$ cat src/rtl/mpx_rr_nto1.sv
// ----------------------------------------------------------------------------
// mpx_rr_nto1
//   N-to-1 multiplexer with a single registered output slot. The granted
//   channel is chosen either by an explicit index (i_mode = 0) or by a
//   round-robin scan starting at an internal pointer (i_mode = 1). The
//   round-robin pointer advances past every channel that transfers, in
//   either mode.
//
// Ports
//   i_clk    : clock, all state updates on the rising edge
//   i_rst    : synchronous active-high reset
//   i_data   : packed channel data, channel k at [k*NB_DATA +: NB_DATA]
//   i_valid  : per-channel data valid
//   o_ready  : per-channel accept (combinational, one-hot or zero)
//   i_mode   : 0 = explicit select, 1 = round-robin
//   i_sel    : channel index used in explicit mode
//   o_data   : registered output data
//   o_valid  : registered output valid
//   o_sel    : index of the channel whose word is in o_data
//   i_ready  : downstream accept
// ----------------------------------------------------------------------------
module mpx_rr_nto1 #(
   parameter int NB_DATA = 32,
   parameter int N_CH    = 4,
   parameter int NB_SEL  = 2
) (
   input  logic                    i_clk,
   input  logic                    i_rst,
   input  logic [N_CH*NB_DATA-1:0] i_data,
   input  logic [N_CH-1:0]         i_valid,
   output logic [N_CH-1:0]         o_ready,
   input  logic                    i_mode,
   input  logic [NB_SEL-1:0]       i_sel,
   output logic [NB_DATA-1:0]      o_data,
   output logic                    o_valid,
   output logic [NB_SEL-1:0]       o_sel,
   input  logic                    i_ready
);

   logic [NB_DATA-1:0] r_data;
   logic               r_valid;
   logic [NB_SEL-1:0]  r_sel;
   logic [NB_SEL-1:0]  r_ptr;

   logic               w_free;
   logic               w_gnt;
   logic               w_load;
   logic [NB_SEL-1:0]  w_gnt_idx;
   logic [NB_SEL-1:0]  w_ptr_nxt;
   logic [NB_DATA-1:0] w_gnt_data;

   // The slot can take a new word when it is empty or being drained this cycle.
   assign w_free = !r_valid || i_ready;
   assign w_load = w_gnt && w_free && !i_rst;

   // Grant selection.
   always_comb begin
      int idx;
      // NOTE: every combinational output gets a default before any branch so
      // no path leaves it unassigned, which would infer a latch.
      w_gnt     = 1'b0;
      w_gnt_idx = '0;
      idx       = 0;
      if (!i_mode) begin
         // Out-of-range i_sel simply never matches any k, giving no grant.
         for (int k = 0; k < N_CH; k++) begin
            if (int'(i_sel) == k && i_valid[k]) begin
               w_gnt     = 1'b1;
               w_gnt_idx = NB_SEL'(k);
            end
         end
      end else begin
         // Scan ptr, ptr+1, ... modulo N_CH; the first valid channel wins.
         for (int off = 0; off < N_CH; off++) begin
            idx = int'(r_ptr) + off;
            if (idx >= N_CH) idx = idx - N_CH;
            for (int k = 0; k < N_CH; k++) begin
               if (!w_gnt && k == idx && i_valid[k]) begin
                  w_gnt     = 1'b1;
                  w_gnt_idx = NB_SEL'(k);
               end
            end
         end
      end
   end

   // Data mux, accept vector and next pointer for the granted channel.
   always_comb begin
      w_gnt_data = '0;
      o_ready    = '0;
      for (int k = 0; k < N_CH; k++) begin
         if (int'(w_gnt_idx) == k) begin
            w_gnt_data = i_data[k*NB_DATA +: NB_DATA];
            o_ready[k] = w_load;
         end
      end
      if (int'(w_gnt_idx) == N_CH - 1) w_ptr_nxt = '0;
      else                             w_ptr_nxt = w_gnt_idx + NB_SEL'(1);
   end

   // NOTE: sequential state uses non-blocking assignments so every register
   // samples pre-edge values regardless of statement order.
   always_ff @(posedge i_clk) begin
      if (i_rst) begin
         r_data  <= '0;
         r_valid <= 1'b0;
         r_sel   <= '0;
         r_ptr   <= '0;
      end else if (w_free) begin
         if (w_gnt) begin
            r_data  <= w_gnt_data;
            r_sel   <= w_gnt_idx;
            r_valid <= 1'b1;
            r_ptr   <= w_ptr_nxt;
         end else begin
            // Nothing to load: drop valid, keep the last data and index.
            r_valid <= 1'b0;
         end
      end
   end

   assign o_data  = r_data;
   assign o_valid = r_valid;
   assign o_sel   = r_sel;

endmodule

$ cat config.mk
export PLATFORM = sky130hd
export DESIGN_NAME = mpx_rr_nto1
export DESIGN_NICKNAME = d
export VERILOG_FILES = /design/src/rtl/mpx_rr_nto1.sv
export SDC_FILE = /design/constraint.sdc
export NUM_CORES = 1
export LEC_CHECK = 0
export ABC_AREA = 0
export CORE_MARGIN = 1.5
export CORE_UTILIZATION = 36
export CTS_CLUSTER_DIAMETER = 30
export DETAILED_ROUTE_END_ITERATION = 8
export PLACE_DENSITY_LB_ADDON = 0.3
export SKIP_LAST_GASP = 1
export SLEW_MARGIN = 20
export SYNTH_ARGS = -nofsm -noshare
export SYNTH_HDL_FRONTEND = slang
export SYNTH_SLANG_ARGS = --single-unit
$ cat constraint.sdc
create_clock -name i_clk -period 2.9 [get_ports i_clk]
set_clock_uncertainty 0.1 [all_clocks]
set_input_delay 0.29 -clock i_clk [delete_from_list [all_inputs] [get_ports i_clk]]
set_output_delay 0.29 -clock i_clk [all_outputs]
set_load 0.005 [all_outputs]
* Word level (Yosys, flattened, before mapping)
Cells that the tools add are included.
** Word-level totals
- Flip-flop bits (word level) :: 37
- Bits of input ports :: 138
** Cells by class
- $add $sub $neg :: 8
- Magnitude comparators :: 4
- Equal/unequal tests :: 18
- Mux-type cells :: 73
- Reductions and logical operators :: 62
** Operators by type and width (number)
- $mux W32 :: 12
- $eq A3 B32 Y1 const A :: 8
- $eq A2 B32 Y1 const A :: 4
- $logic_not A32 Y1 :: 4
- $mux W1 :: 43
- $logic_and A1 B1 Y1 :: 37
- $mux W2 :: 18
- $logic_not A1 Y1 :: 17
- $sub A3 B3 Y4 const B :: 3
- $ge A3 B3 Y1 const B :: 3
- $eq A2 B2 Y1 const B :: 4
- $add A2 B2 Y3 const B :: 2
- $eq A2 B1 Y1 const B :: 2
- $logic_not A2 Y1 :: 2
- $sub A2 B3 Y4 const B :: 1
- $add A2 B1 Y3 const B :: 1
- $ge A2 B3 Y1 const B :: 1
- $add A2 B1 Y2 const B :: 1
- $reduce_and A2 Y1 :: 1
- $logic_or A1 B1 Y1 :: 1

* Longest topological paths before layout
Gate-level depths: netlist (run 1).
- Word-level depth :: 87
- Gate-level depth with buffers :: 11
- Mapped depth without buffers :: 9

* Worst setup path before layout (run 1)
No wires, ideal clock.
- Path type :: input-to-reg
- From :: input i_valid[2]
- To :: register r_data[10] (netlist: o_data[10])
- Setup time :: 0.147 ns
- Data arrival time :: 2.180 ns
- Slack :: 0.473 ns
- Stages :: 10
- Path through :: nor2b_1 a211o_1 a31oi_1 ha_1 clkbuf_1 nor2b_1 clkbuf_1 a221o_1 o211ai_1 a311oi_2
** Between the ends
- Word-level cells in the longest chain between the ends :: 73
- Elaborated cells on any way between the ends :: 97
- Classes of those cells :: eq/ne: 3; mux: 51; reduce/logical: 43
** RTL lines
- from (decl) :: line 30 : input logic [N_CH-1:0] i_valid,
- $logic_and A1 B1 Y1 :: line 78 : if (!w_gnt && k == idx && i_valid[k]) begin
- $mux W1 :: line 78
- $mux W1 :: line 64 : if (!i_mode) begin
- $logic_not A1 Y1 :: line 78
- $logic_and A1 B1 Y1 (2 in series) :: line 78
- $mux W1 :: line 78
- $mux W1 :: line 64
- $logic_not A1 Y1 :: line 78
- [52 not listed]
- $mux W1 :: line 78
- $mux W1 :: line 64
- $logic_not A1 Y1 :: line 78
- $logic_and A1 B1 Y1 (2 in series) :: line 78
- $mux W2 :: line 78
- $mux W2 :: line 64
- $logic_not A2 Y1 :: line 92 : if (int'(w_gnt_idx) == k) begin
- $mux W32 (4 in series) :: line 92
- to (signal assigned) :: line 111 : r_data <= w_gnt_data;
- to (decl) :: line 40 : logic [NB_DATA-1:0] r_data;
Parallel ways exist; a longest one is shown, timed or not. The select of a mux whose other input is x is not followed.
A chain may end at the register's enable or synchronous reset.

* Final worst setup path (run 1)
- From :: input i_valid[0]
- To :: output o_ready[1]
** Between the ends
- Word-level cells in the longest chain between the ends :: 81
- Elaborated cells on any way between the ends :: 103
- Classes of those cells :: eq/ne: 1; mux: 53; reduce/logical: 49
** RTL lines
- $logic_and A1 B1 Y1 :: line 78
- $mux W1 :: line 78
- $mux W1 :: line 64
- $logic_not A1 Y1 :: line 78
- $logic_and A1 B1 Y1 (2 in series) :: line 78
- $mux W1 :: line 78
- $mux W1 :: line 64
- $logic_not A1 Y1 :: line 78
- [62 not listed]
- $mux W1 :: line 78
- $mux W1 :: line 64
- $logic_not A1 Y1 :: line 78
- $logic_and A1 B1 Y1 (2 in series) :: line 78
- $mux W1 :: line 78
- $mux W1 :: line 64
- $logic_and A1 B1 Y1 (2 in series) :: line 54 : assign w_load = w_gnt && w_free && !i_rst;
- $mux W1 (*) :: line 92
- to (decl) :: line 31 : output logic [N_CH-1:0] o_ready,
Every way passes the cells marked *; elsewhere a longest branch is shown, timed or not. The select of a mux whose other input is x is not followed.

==> results of run 1 <==
-- cell families after synthesis --
| kind of cell | synth area share |
|---|---|
| AOI/OAI and AO/OA | 0.495 |
| adders and majority gates | 0.0195 |
| buffers and inverters | 0.0759 |
| DFF | 0.288 |
| muxes | 0.0209 |
| and+or+nand+nor | 0.101 |
-- worst max path at each step --
stage	startpoint	to	slack [ns]	cells after the start
floorplan	i_valid[2]	o_data[10]	0.47	10
global placement	i_valid[3]	o_ready[1]	-0.04	9
detailed placement	i_valid[0]	o_data[24]	-0.05	11
CTS	i_valid[2]	o_ready[1]	-0.008	9
global route	i_valid[0]	o_ready[3]	-0.0006	10
finish	i_valid[0]	o_ready[1]	0.1	9
-- critical path, delay by kind of cell --
kind | cells | cell delay (ns)
and+or+nand+nor | 2 | 0.16
AOI/OAI and AO/OA | 2 | 0.46
adders and majority gates | 1 | 0.22
buffers and inverters | 4 | 1.27
-- routing by layer --
metal | vias up | global-route usage | routed length [µm]
met5 | - | 0 | 0
met4 | 0 | 0.0765 | 151
met3 | 12 | 0.0584 | 719
met2 | 145 | 0.457 | 4870
met1 | 1454 | 0.288 | 3800
li1 | 1482 | - | -
-- sequential cells by signal, summed over array words and instances, names as in the netlist --
| signal | count |
|---|---|
| o_data | 32 |
| o_sel | 2 |
| r_ptr | 2 |
| o_valid | 1 |
-- synth_stat cells, types with 2 or more instances --
master,count
nor2b_1,5
buf_6,4
a311oi_1,4
a311oi_2,29
mux2i_1,2
o211ai_1,33
a21oi_1,36
nor2_1,6
ha_1,4
inv_1,6
buf_2,3
clkbuf_1,29
nand2_1,38
dfxtp_1,37
nor3b_1,2
a221o_1,31
-- metrics by stage --
step / cells / setup TNS (ns) / setup WS, ns / instance area [µm²]
after global placement: 542 / -0.115 / -0.0358 / 4450
final: 549 / 0 / 0.0969 / 4580
after global routing: 549 / -0.00107 / -0.000648 / 4580
after floorplan: 287 / 0 / 0.473 / 2570
after CTS: 549 / -0.00854 / -0.00778 / 4550
after detailed placement: 542 / -0.757 / -0.0546 / 4450
-- power groups by stage --
stage          Combinational, mW  Sequential [mW]  Clock, mW
5_1_grt                     1.05            0.638      0.404
3_3_place_gp               0.963            0.634          0
3_5_place_dp               0.976            0.637          0
4_1_cts                    0.979            0.627      0.382
2_1_floorplan              0.494            0.641          0
6_report                   0.978            0.628      0.371
-- final cells by class --
class / instances / area [µm²]
Multi-Input combinational cell: 207 / 1670
Fill cell: 560 / 2290
Sequential cell: 37 / 741
Tap cell: 96 / 120
Inverter: 7 / 26.3
Timing Repair Buffer: 195 / 1930
Clock buffer: 7 / 86.3
-- what timing repair did --
item | in CTS | in global routing
gates resized for setup | 4 | 11
pin swaps | 0 | 4
setup endpoints to repair | 3 | 3
gates cloned | 0 | 0
==> flow_summary.yaml, run 1 <==
status:
  status: "finished, final reports clean"
place:
  place_congestion: 0.789
  dp_hpwl_um: 6950
  io_buffers: 176
critical_path:
  reg2reg_slack_ns: 0.48
  r2r_start: "r_ptr[1]"
  start_kind: "input pin"
  crit_arrival_ns: 2.41
  worstPathRequired_ns: 2.51
  worstRegToRegCells: 10
  slowest_stage: "clkdlybuf4s50_1"
  cp-end-kind: "primary output"
  critPathMostFrequentCell: "clkdlybuf4s50_1"
  critical_path_class: "in -> out"
  r2r-end: "o_data[24]"
  critPathMaxStageDelay_ns: 0.53
  crit_chain: "clkdlybuf4s50_1, nand2_1, a211o_1, a31oi_1, buf_4, ha_2, inv_1, nor2_1, clkdlybuf4s50_1"
  path_max_fanout: 5
synthesis:
  yosys_register_bits: 37
  synth-seq-area-share: 0.288
  synth-edff-count: 0
  syn-num-nets: 429
  dominantRegCellSynth: "dfxtp_1"
  synth.avg_cell_area_um2: 8.96
  synth_cells: 287
  synth_top_area_frac: 0.288
  syn_area_um2: 2570
  yosys_warnings: 0
  yosysUniqueCellTypes: 34
  yosys-top-cells-area: "dfxtp_1 29%, a311oi_2 17%, a221o_1 12%, o211ai_1 9.6%, a21oi_1 7.0%"
  synthArstFlopShare: 0
  synth_top_cell_by_area: "dfxtp_1"
detailed_routing:
  vias_per_cell: 5.63
  drc_errors: 0
  postRouteAntennaNets: 0
  firstDrtPassIters: 4
  wire_per_inst_um: 17.4
  vias: 3093
  drtIter0Drc: 117
  routed_wl_um: 9540
layout:
  diodes: 0
  area_growth_pct: 77.9
  final_common_cell: "clkdlybuf4s50_1"
  final_cell_mix: "169 x clkdlybuf4s50_1, 38 x nand2_1, 37 x dfxtp_1"
  drive_above_1_share: 0.152
  nets: 595
  fin_util: 0.666
hold_path:
  hold-path-endpoint: "r_ptr[0]"
  hold_path_class: "in -> reg"
  hold_depth: 3
  min-delay-start: "i_rst"
sta:
  slew_headroom: 0.600
  fin_crit_ns: 2.80
  tightest_slew_ns: 0.599
  fin_crit_sh: 0.967
  max_freq_mhz: 357
  fin_worst_hold_slack_ns: 0.364
  hold_viol_final: 0
  slew_violations: 0
  finalSetupViolCount: 0
power_and_ir_drop:
  combPwrFrac: 0.495
  sw_frac_of_total: 0.321
  clkPwrFrac: 0.188
  p_switching_mw: 0.634
  p_total_mw: 1.98
  vdd_drop_max_v: 0.000206
  power_density_nw_per_um2: 432
  p_seq_frac: 0.318
  leakagePower_nw: 1.60
  internal_power_mw: 1.34
grt:
  track_usage: 0.250
  grt_first_pass_wirelength_um: 15100
  antenna_found_initial: 0
  grt_pass1_vias: 3179
  overflow: 0
  grt_max_degree: 38
cts:
  cts_hold_buf: 0
  root_buffer: "clkbuf_8"
  numCtsBuffers: 5
  insertion_delay_ns: 0.28
  cts_tree: "yes"
  htree_levels: 2
  cts.path.max_buffers: 2
  cts.sinks: 37
  path_clk_slew_ns: 0.07
  post_cts_buffers: 0
die:
  io_pins: 177
  rows: 30
  fp.dieW_um: 87.5
  core-area_um2: 6870
  die_height_um: 87.5
  start_util: 0.374
  dieArea_um2: 7660
run:
  drv_cap: 0
Note: power is estimated with default switching activity, not from simulation.
==> inputs of run 2 (changes only) <==
Settings changed: SLEW_MARGIN 20 to 15.
==> results of run 2 <==
No change in the layout: final DEF, timing and power equal those of run 1.
==> patch 1: new RTL, config.mk and constraints of run 1 <==
`NB_DATA`: 32 -> 64.
--- a/src/rtl/mpx_rr_nto1.sv
+++ b/src/rtl/mpx_rr_nto1.sv
@@ -21,5 +21,5 @@
 // ----------------------------------------------------------------------------
 module mpx_rr_nto1 #(
-   parameter int NB_DATA = 32,
+   parameter int NB_DATA = 64,
    parameter int N_CH    = 4,
    parameter int NB_SEL  = 2
Interface: changed (resized i_data and o_data); port bits go from 177 to 337. No check against the original RTL was run, so the function may have changed too.
==> patch 1 against run 1 <==
First-iteration DRC count increased to 3.2 times the old value. Via count increased by 99%. Design area increased by 94%. Worst setup slack got worse by 0.019 ns. Sequential cell count increased by 32. Count of clock-buffer cells in the layout increased by 4. Wire length increased by 120%. Area after synthesis increased by 93%. Sequential share of layout area decreased by 0.64 points. Total power increased by 120%.
==> patch 1: results (changes against run 1) <==
run_status: "completed"
drt_iter0_drc: 371  # +220%
critPathMaxFanout: 4  # -1
swShare: 0.3177  # -0.002824
final_layout_size_suffix_gt1_frac: 0.1437  # -0.008653
min_path_cells: 4  # +1
clkLatencyLatePin_ns: 0.33  # +0.05 ns
nFillCells: 1067  # +91%
reg2reg_setup_slack_ns: 0.27  # -0.21 ns
nNonClkBuffers: 365  # +87%
inv_count: 68  # +61
numCtsBuffers: 9  # +4
muxShareOfSynthArea: 0.01084  # -0.01007
p_leak_uw: 0.003417  # +110%
multi_input_gates: 366  # +77%
grt_pass1_vias: 6029  # +90%
clkCellAreaFrac: 0.03506  # +0.01619
r2r_end: "o_data[22]$_SDFFE_PP0P_"
yosys-top-cells-area: "dfxtp_1, a311oi_2, a211o_1, a221oi_1, a21oi_1"
routabilityCongestion: 0.8601  # +9.0%
root_buffer: "clkbuf_16"
nets: 1149  # +93%
hpwl_mm: 15.04  # +120%
synth_nets: 846  # +97%
maxSlewHeadroom: 0.4225  # -0.1780
finalWirelength_mm: 20.85  # +120%
arrival_ns: 2.43  # +0.02 ns
fmax_mhz: 354.4  # -0.67%
critPathKind: "reg -> out"
clock-sinks: 69  # +86%
port_buffers: 336  # +91%
clock_buffer_count: 11  # +4
grt_pass1_wl_mm: 31.88  # +110%
ys_seq_area_frac: 0.2783  # -0.009642
[patch 1: changes by cell type after synthesis, moves of 30 or more]
cell and delta:
a211o_1 +64, a221oi_1 +63, inv_1 +62, a311oi_2 +34, clkbuf_1 +34, a21oi_1 +33
o211ai_1 -33, dfxtp_1 +32, a221o_1 -31, nand2_1 +30
[patch 1: through the flow]
step                power [µW]  instance area, µm²  setup WS, ns  cells  utilization
floorplan                 2174                4964        0.2365    576            -
global placement          3071                8536       -0.1081   1044       0.6395
detailed placement        3126                8536       -0.2658   1044       0.6395
CTS                       4278                8875       0.01035   1060       0.6649
global route              4454                8886       0.01069   1060       0.6657
finish                    4254                8886       0.07808   1060       0.6657
[patch 1: per-layer routing]
layer / share of wire / wire, µm / global-route usage / vias to the layer above
met5: 0 / 0 / 0 / -
met4: 0.041 / 854 / 0.1279 / 0
met3: 0.070 / 1453 / 0.04670 / 61
met2: 0.50 / 10390 / 0.4883 / 321
met1: 0.39 / 8151 / 0.3225 / 2938
li1: - / - / - / 2828
==> patch 2: new RTL, config.mk and constraints of run 1 <==
Without the edit above. Reset style: asynchronous (`i_rst`), changed in one clocked block. Comments in the files are not updated.
--- a/src/rtl/mpx_rr_nto1.sv
+++ b/src/rtl/mpx_rr_nto1.sv
@@ -101,5 +101,5 @@
    // NOTE: sequential state uses non-blocking assignments so every register
    // samples pre-edge values regardless of statement order.
-   always_ff @(posedge i_clk) begin
+   always_ff @(posedge i_clk or posedge i_rst) begin
       if (i_rst) begin
          r_data  <= '0;
Formal check against the unedited RTL: differs if i_rst is asserted again (counterexample within 4 cycles, from zero or initial values and one cycle with i_rst high); with i_rst held inactive, the same outputs for 4 cycles.
==> patch 2 against run 1 <==
Maximum frequency increased by 0.18%. Sequential cell count unchanged. Area after synthesis is 7.4% higher. Critical path depth is 2 lower. Via count down 7.3%. Design area grew 6.0%. Wire length shrank 7.7%. Total power rose by 65%. Hold slack improved by 0.046 ns. Non-clock buffer count is 2 higher. Worst setup slack better by 0.0051 ns. Largest cell class unchanged.
==> patch 2: results (changes against run 1) <==
hold_path.class: "in -> reg"
place_area_mm2: 0.004667  # +4.9%
grt_usage: 0.2093  # -0.04087
final_layout_size_suffix_gt1_frac: 0.1767  # +0.02442
p_leak_uw: 0.001980  # +24%
critPathMaxFanout: 6  # +1
cp_slowest_cell: "clkdlybuf4s50_1"
clkLatencyLatePin_ns: 0.28  # about the same
whs_ns: 0.4105  # +0.04648 ns
yosys-top-cells-area: "dfrtp_1, mux2_4, a221oi_1, o31ai_1, nor2b_1"
worst_slew_pin_slew_ns: 0.6474  # +0.04806 ns
run_status: "completed"
syn_area_per_cell_um2: 10.35  # +15%
fmax_mhz: 357.4  # +0.18%
finalWirelength_mm: 8.802  # -7.7%
r2r_end: "o_data[8]$_DFFE_PP0P_"
nets: 588  # -1.2%
r2r_start: "r_ptr[0]$_DFFE_PP0P_"
routabilityCongestion: 0.7923  # +0.38%
drt_iter0_drc: 88  # -25%
grt_pass1_wl_mm: 13.81  # -8.6%
ir_worst_vdd_uv: 300.0  # +46%
vias: 2866  # -7.3%
ys_seq_area_frac: 0.3350  # +0.04706
pre_cts_ws_ns: -0.1971  # -0.1425 ns
grt_pass1_vias: 2842  # -11%
min_path_cells: 4  # +1
dpl.cell_count: 536  # -1.1%
reg2reg_setup_slack_ns: 0.21  # -0.27 ns
synth-compound-area-share: 0.2250  # -0.2697
ys.flop_type: "dfrtp_1"
synth_async_sr_flop_share: 1.000  # +1.000
grt_max_degree: 65  # +71%
muxShareOfSynthArea: 0.2005  # +0.1796
synth_nets: 409  # -4.7%
cp-start-kind: "flip-flop"
fin_cells: 546  # -0.55%
yosys-top-cells-count: "dfrtp_1, nand2_1, mux2_4, nor2b_1"
hold_end: "o_valid$_DFFE_PP0N_"
yosys.area_share.adder: 0.01811  # -0.001348
worstHoldStart: "i_valid[0]"
endpoint: "o_ready[3]"
hpwl_mm: 6.677  # -4.0%
yosysUniqueCellTypes: 33  # -2.9%
## patch 2: what timing repair did
item,4_1_cts,5_1_grt
hold buffers,0,0
pin swaps,0,2
endpoints found under the setup margin,3,10
setup buffers,0,2
resized for setup,4,10
## patch 2: metal layers
metal  wire length [µm]  vias up  GRT usage
met5                  0        -          0
met4                147        0    0.06878
met2               4584      124     0.3866
met3                501       16    0.03451
li1                   -     1363          -
met1               3569     1363     0.2425
## patch 2: layout make-up
class / instances / area (µm²)
tap: 99 / 123.9
fill: 574 / 2481
sequential: 37 / 927.1
timing repair buffer: 197 / 1951
inverter: 6 / 22.52
clock inverter: 2 / 37.54
multi-input combinational: 199 / 1705
clock buffer: 6 / 82.58
## patch 2: power breakdown
| part | switching [µW] | internal [µW] | total, µW |
|---|---|---|---|
| registers | 155 | 755 | 909 |
| logic | 657 | 1220 | 1870 |
| clock network | 189 | 280 | 469 |
| total | 1000 | 2250 | 3250 |
